--- config.mk ---
export PLATFORM = sky130hd
export DESIGN_NAME = ram_port_arbiter
export DESIGN_NICKNAME = d
export VERILOG_FILES = /design/src/rtl/ssa_pkg.sv /design/src/rtl/rr_pick.sv /design/src/rtl/ram_port_arbiter.sv
export SDC_FILE = /design/constraint.sdc
export NUM_CORES = 1
export LEC_CHECK = 0
export ABC_CLOCK_PERIOD_IN_PS = 3250
export CELL_PAD_IN_SITES_DETAIL_PLACEMENT = 1
export CELL_PAD_IN_SITES_GLOBAL_PLACEMENT = 1
export CORE_MARGIN = 2
export CORE_UTILIZATION = 27
export DETAILED_ROUTE_END_ITERATION = 6
export HOLD_SLACK_MARGIN = 0.08
export PLACE_DENSITY = 0.83
export RECOVER_POWER = 25
export SETUP_SLACK_MARGIN = 0.1
export SKIP_LAST_GASP = 1
export SYNTH_ARGS = -nofsm -noshare
export SYNTH_HDL_FRONTEND = slang
export SYNTH_SLANG_ARGS = --single-unit
--- constraint.sdc ---
create_clock -name clk -period 3.25 [get_ports clk]
set_input_delay 0.325 -clock clk [delete_from_list [all_inputs] [get_ports clk]]
set_output_delay 0.325 -clock clk [all_outputs]
set_load 0.02 [all_outputs]
--- src/rtl/ssa_pkg.sv ---
// Shared definitions for the SRAM port arbiter: default geometry, arbiter
// state encoding and a small round-robin index helper.
package ssa_pkg;

    localparam int ADDR_WIDTH = 9;
    localparam int MAX_REQ    = 8;

    typedef enum logic [0:0] {
        IDLE  = 1'b0,
        OWNED = 1'b1
    } arb_state_e;

    // Next requester index after i, wrapping at n.
    function automatic int unsigned wrap_inc(input int unsigned i, input int unsigned n);
        return (i + 1 >= n) ? 0 : i + 1;
    endfunction

endpackage

--- src/rtl/rr_pick.sv ---
// Combinational round-robin priority selector: scans req starting at rr,
// wrapping modulo N, and reports the first set bit.
module rr_pick #(
    parameter int N  = 3,
    parameter int IW = (N > 1) ? $clog2(N) : 1
) (
    input  logic [N-1:0]  req,
    input  logic [IW-1:0] rr,
    output logic [N-1:0]  onehot,
    output logic [IW-1:0] idx,
    output logic          found
);

    // rr is always < N and k < N, so one conditional subtract is enough.
    function automatic logic [IW-1:0] slot(input logic [IW-1:0] base, input int k);
        int s;
        s = int'(base) + k;
        if (s >= N) s = s - N;
        return IW'(s);
    endfunction

    // First requester at or after the pointer wins.
    always_comb begin
        onehot = '0;
        idx    = '0;
        found  = 1'b0;
        for (int k = 0; k < N; k++) begin
            if (!found && req[slot(rr, k)]) begin
                found               = 1'b1;
                idx                 = slot(rr, k);
                onehot[slot(rr, k)] = 1'b1;
            end
        end
    end

endmodule

--- src/rtl/ram_port_arbiter.sv ---
// Round-robin arbiter sharing one single-port 32-bit SRAM among N_REQ
// requesters, with lockable ownership for bursts and a watchdog that breaks
// locks held too long. All state moves on negedge; the SRAM samples on posedge.
module ram_port_arbiter #(
    parameter int N_REQ      = 3,
    parameter int ADDR_WIDTH = ssa_pkg::ADDR_WIDTH,
    parameter int LOCK_MAX   = 1023
) (
    input  logic                             clk,
    input  logic                             rst_n,
    input  logic [N_REQ-1:0]                 req,
    input  logic [N_REQ-1:0]                 req_lock,
    input  logic [N_REQ-1:0][3:0]            req_we,
    input  logic [N_REQ-1:0][ADDR_WIDTH-1:0] req_addr,
    input  logic [N_REQ-1:0][31:0]           req_wdata,
    output logic [N_REQ-1:0]                 gnt,
    output logic [N_REQ-1:0]                 rvalid,
    output logic [31:0]                      rdata,
    output logic                             RAM_EN,
    output logic [3:0]                       RAM_WE,
    output logic [ADDR_WIDTH-1:0]            RAM_A,
    output logic [31:0]                      RAM_Di,
    input  logic [31:0]                      RAM_Do,
    output logic                             lock_err
);
    import ssa_pkg::*;

    localparam int IW  = (N_REQ > 1) ? $clog2(N_REQ) : 1;
    localparam int WDW = $clog2(LOCK_MAX + 1);

    arb_state_e       state;
    logic [IW-1:0]    owner, rr, pick_ptr, pick_idx, tag_idx;
    logic [N_REQ-1:0] elig, pick_oh;
    logic             pick_found, grant, wd_fire, tag_vld;
    logic [WDW-1:0]   wd_cnt;

    // While owned, only the owner is eligible and the scan starts at it.
    always_comb begin
        elig     = (state == OWNED) ? (req & (N_REQ'(1) << owner)) : req;
        pick_ptr = (state == OWNED) ? owner : rr;
        wd_fire  = (state == OWNED) && (wd_cnt == WDW'(LOCK_MAX - 1));
        grant    = pick_found && !wd_fire;
    end

    rr_pick #(.N(N_REQ), .IW(IW)) u_pick (
        .req    (elig),
        .rr     (pick_ptr),
        .onehot (pick_oh),
        .idx    (pick_idx),
        .found  (pick_found)
    );

    // Grant pulse and SRAM pin registers; address/data hold when idle.
    always_ff @(negedge clk or negedge rst_n) begin
        if (!rst_n) begin
            gnt    <= '0;
            RAM_EN <= 1'b0;
            RAM_WE <= 4'h0;
            RAM_A  <= '0;
            RAM_Di <= '0;
        end else begin
            gnt    <= grant ? pick_oh : '0;
            RAM_EN <= grant;
            RAM_WE <= grant ? req_we[pick_idx] : 4'h0;
            if (grant) begin
                RAM_A  <= req_addr[pick_idx];
                RAM_Di <= req_wdata[pick_idx];
            end
        end
    end

    // One-deep read tag: the SRAM answer lands one negedge after the grant.
    always_ff @(negedge clk or negedge rst_n) begin
        if (!rst_n) begin
            tag_vld <= 1'b0;
            tag_idx <= '0;
            rvalid  <= '0;
            rdata   <= '0;
        end else begin
            tag_vld <= grant && (req_we[pick_idx] == 4'h0);
            tag_idx <= pick_idx;
            rvalid  <= tag_vld ? (N_REQ'(1) << tag_idx) : '0;
            if (tag_vld) rdata <= RAM_Do;
        end
    end

    // Ownership FSM, round-robin pointer and lock watchdog.
    always_ff @(negedge clk or negedge rst_n) begin
        if (!rst_n) begin
            state    <= IDLE;
            owner    <= '0;
            rr       <= '0;
            wd_cnt   <= '0;
            lock_err <= 1'b0;
        end else if (wd_fire) begin
            state    <= IDLE;
            rr       <= IW'(wrap_inc(32'(owner), N_REQ));
            lock_err <= 1'b1;
        end else if (state == IDLE) begin
            if (grant) begin
                if (req_lock[pick_idx]) begin
                    state  <= OWNED;
                    owner  <= pick_idx;
                    wd_cnt <= '0;
                end else begin
                    rr <= IW'(wrap_inc(32'(pick_idx), N_REQ));
                end
            end
        end else begin
            wd_cnt <= wd_cnt + 1'b1;
            if (grant && !req_lock[owner]) begin
                state <= IDLE;
                rr    <= IW'(wrap_inc(32'(owner), N_REQ));
            end
        end
    end

endmodule

==> results by group <==
Timing
  • Final hold vios: 0
  • Final setup vio count: 63
  • Slew Limit Fails: 36
  • Worst-Margin Slew: about 1900 ps
  • Final hold slack: about 370 ps
  • Final Worst Setup Slack: -204 ps
  • RSZ-0062 raised after global routing: true
  • Slew margin rel.: -0.267
  • Worst-case clock skew: 13.3 ps

Synthesis
  • EDFF count, synth: 0
  • Yosys cell types: 60
  • Sequential-to-total area share from yosys stat: 0.486
  • Post-Synthesis Cells: between 500 and 600
  • Dominant synthesized flop cell: dfrtn_1
  • Synth top cells by count: dfrtn_1 (103), a21oi_1 (59), nand2_1 (55)
  • Post-synth top area share: 0.486
  • Flops & latches, synth: slightly above 100
  • YS warnings: 0
  • Post-Syn Nets: 689
  • Synth area leader: dfrtn_1
  • Synth async-reset ratio: 1.00
  • Count leader, synth: dfrtn_1
  • Syn Std Cell Area: about 5300 um^2
  • Post-Syn Area per Cell: 10.4 um^2
  • Top post-synthesis cells by area: dfrtn_1 (49%), a32o_1 (8.5%), mux2_2 (7.2%), a21oi_1 (5.6%), o21ai_1 (4.1%)

Min path
  • Hold EP: rvalid[1]
  • Tightest Hold Check Type: flip-flop to flip-flop
  • Hold_sp: tag_idx[1]
  • Hold path depth: 1

Critical path
  • Worst Reg-to-Reg Cells: 13
  • R2r setup slk: about 50 ps
  • Crit path max fanout: 5
  • Slowest CP cell: o211ai_1
  • Worst endpoint required time: 1820 ps
  • Worst r2r src: state
  • Critical path endpoint category: flip-flop
  • Worst setup SP type: input port
  • Worst Setup Path Type: input port to flip-flop
  • CP peak stage delay: approximately 400 ps
  • CP arrival: slightly above 2000 ps
  • Reg2reg end: RAM_Di[16]
  • CP cell instances: buf_12 > buf_6 > o21bai_4 > nand3_2 > o211ai_1 > nor4b_1 > buf_4 > o221ai_4 > mux2_4
  • WP buf/inv: 3
  • Cell family with most CP delay: compound AO/OA/AOI/OAI gates

Power
  • Worst VDD drop: 647 uV
  • Leak pwr: around 4.5 nW
  • PD cells: roughly 1500 nW/um^2

Place
  • I/O Buffers: between 200 and 300
  • Post-DP HPWL: ~16 mm
  • GPL Wtd Cong: 0.802
  • Setup WS pre-CTS: -901 ps
  • Post-placement cell count: between 1,000 and 1,500

Die
  • Top Ports: 260
  • Die footprint: slightly above 20,000 um^2
  • Chip Width: ~140 um
  • Vert. Die Dim: ~140 um
  • Row cnt: between 50 and 60
  • Core Region: 19,300 um^2
  • Effective utilization at floorplan: 0.274

Clocking
  • Clk sinks: about 100
  • CTS clock-pin slew for the worst setup and hold paths: ~50 ps
  • Worst skew pair latency: ~360 ps
  • Num CTS Buffers: 9
  • H-tree levels: 3
  • CTS tree: done
  • Root buffer cell: clkbuf_16
  • CTS max path bufs: 2

Cells and area
  • Layout cells sized above 1: 0.404
  • Final net count: around 1,000
  • Area growth, synth to finish: 96.0%
  • Non-Filler Instances: roughly 1,100
  • Util after Layout: 0.537

Drt
  • Post-DR wirelength/cell: approximately 26 um
  • Vias per std cell: 5.41
  • Total wire length: about 29 mm
  • Number of remaining DRC errors: 0
  • Detailed Routing Iterations Pass 1: 4
  • DRT iter0 DRCs: roughly 340
  • Vias: roughly 6,000
  • Routed Antenna Nets: 0

Global routing
  • Total track usage: 0.249
  • Initial antenna violation count: 1
  • Largest net degree at the start of global routing: 50
  • Vias in the first global route: ~6,400
  • GRT overflow: 0
  • First-pass GRT wire length: roughly 39 mm

Run status
  • Failing checks: capacitance limit, slew limit, setup timing
  • Status: finished, violations left

Job
  • Max_cap viols: 1
==> cell families (layout without fill, tap and decap cells) <==
kind of cell,Yosys count,in the layout,share of synthesized area
compound gates,196,197,0.261
fa+ha+maj,6,6,0.0142
buf+inv,51,381,0.0503
flops,103,103,0.486
mux,38,38,0.0798
other cells,0,3,0
simple gates,114,115,0.108
==> worst max path at each step <==
stage                     slack [ps]    endpoint   start  depth (start not counted)
final                           -200       rr[1]  req[1]                          9
after global routing            -260       rr[1]  req[1]                          9
after CTS                       -100   RAM_Di[8]  req[2]                         10
after detailed placement        -900   wd_cnt[8]  req[2]                          9
after global placement          -780  RAM_Di[27]  req[1]                          9
after floorplan                 -200       rr[0]  req[0]                          7
==> stage by stage <==
stage          area, um^2  power, mW  setup TNS (ps)
3_5_place_dp         8680       9.59          -53680
4_1_cts              9940       13.9           -2600
2_1_floorplan        5540       6.88           -8620
5_1_grt             10400       16.3          -11050
6_report            10400       15.6           -8030
3_3_place_gp         8680       9.36          -48740
==> per-layer routing <==
metal,global-route usage,up-vias,part of all wire
li1,-,2599,-
met1,0.286,3059,0.37
met2,0.444,246,0.52
met3,0.0507,86,0.065
met4,0.115,0,0.043
met5,0,-,0
==> power breakdown <==
group / internal (mW) / switching [mW] / leakage, nW
clock network: 0.684 / 0.548 / 0.155
registers: 1.96 / 0.457 / 1.28
logic: 5.77 / 6.22 / 3.10
total: 8.41 / 7.22 / 4.54
==> timing repair <==
item / CTS / global route
gates resized for setup: 228 / 112
buffers inserted: 19 / 10
pin swaps: 76 / 31
cloned: 19 / 5
endpoints found under the setup margin: 151 / 73
hold buffers: 0 / 0
==> final cells by class <==
| type | count | area, um^2 |
|---|---|---|
| antenna | 3 | 7.51 |
| inverter | 8 | 35.0 |
| fill | 2024 | 8950 |
| multi-input combinational | 356 | 3330 |
| sequential | 103 | 2580 |
| clock inverter | 6 | 92.6 |
| tap | 265 | 332 |
| timing repair buffer | 357 | 3780 |
| clock buffer | 10 | 229 |
==> layout by cell type (no fill, tap or decap), types with 15 or more instances in the layout <==
cell	synthesis	final
clkdlybuf4s50_1	0	167
dfrtn_1	103	103
dlygate4sd2_1	0	79
buf_4	7	51
a21oi_2	0	43
o21ai_2	0	34
mux2_2	34	32
a32o_1	45	25
nand2_4	0	25
nand2_1	55	20
a32o_2	0	20
buf_12	0	15
==> flip-flops by register name, indices dropped and copies added (netlist names), 2 cells and up <==
signal	count
rdata	32
tag_idx	2
RAM_A	9
gnt	3
RAM_WE	4
wd_cnt	10
RAM_Di	32
rvalid	3
rr	2
owner	2
Power figures use the tool's default switching activity.
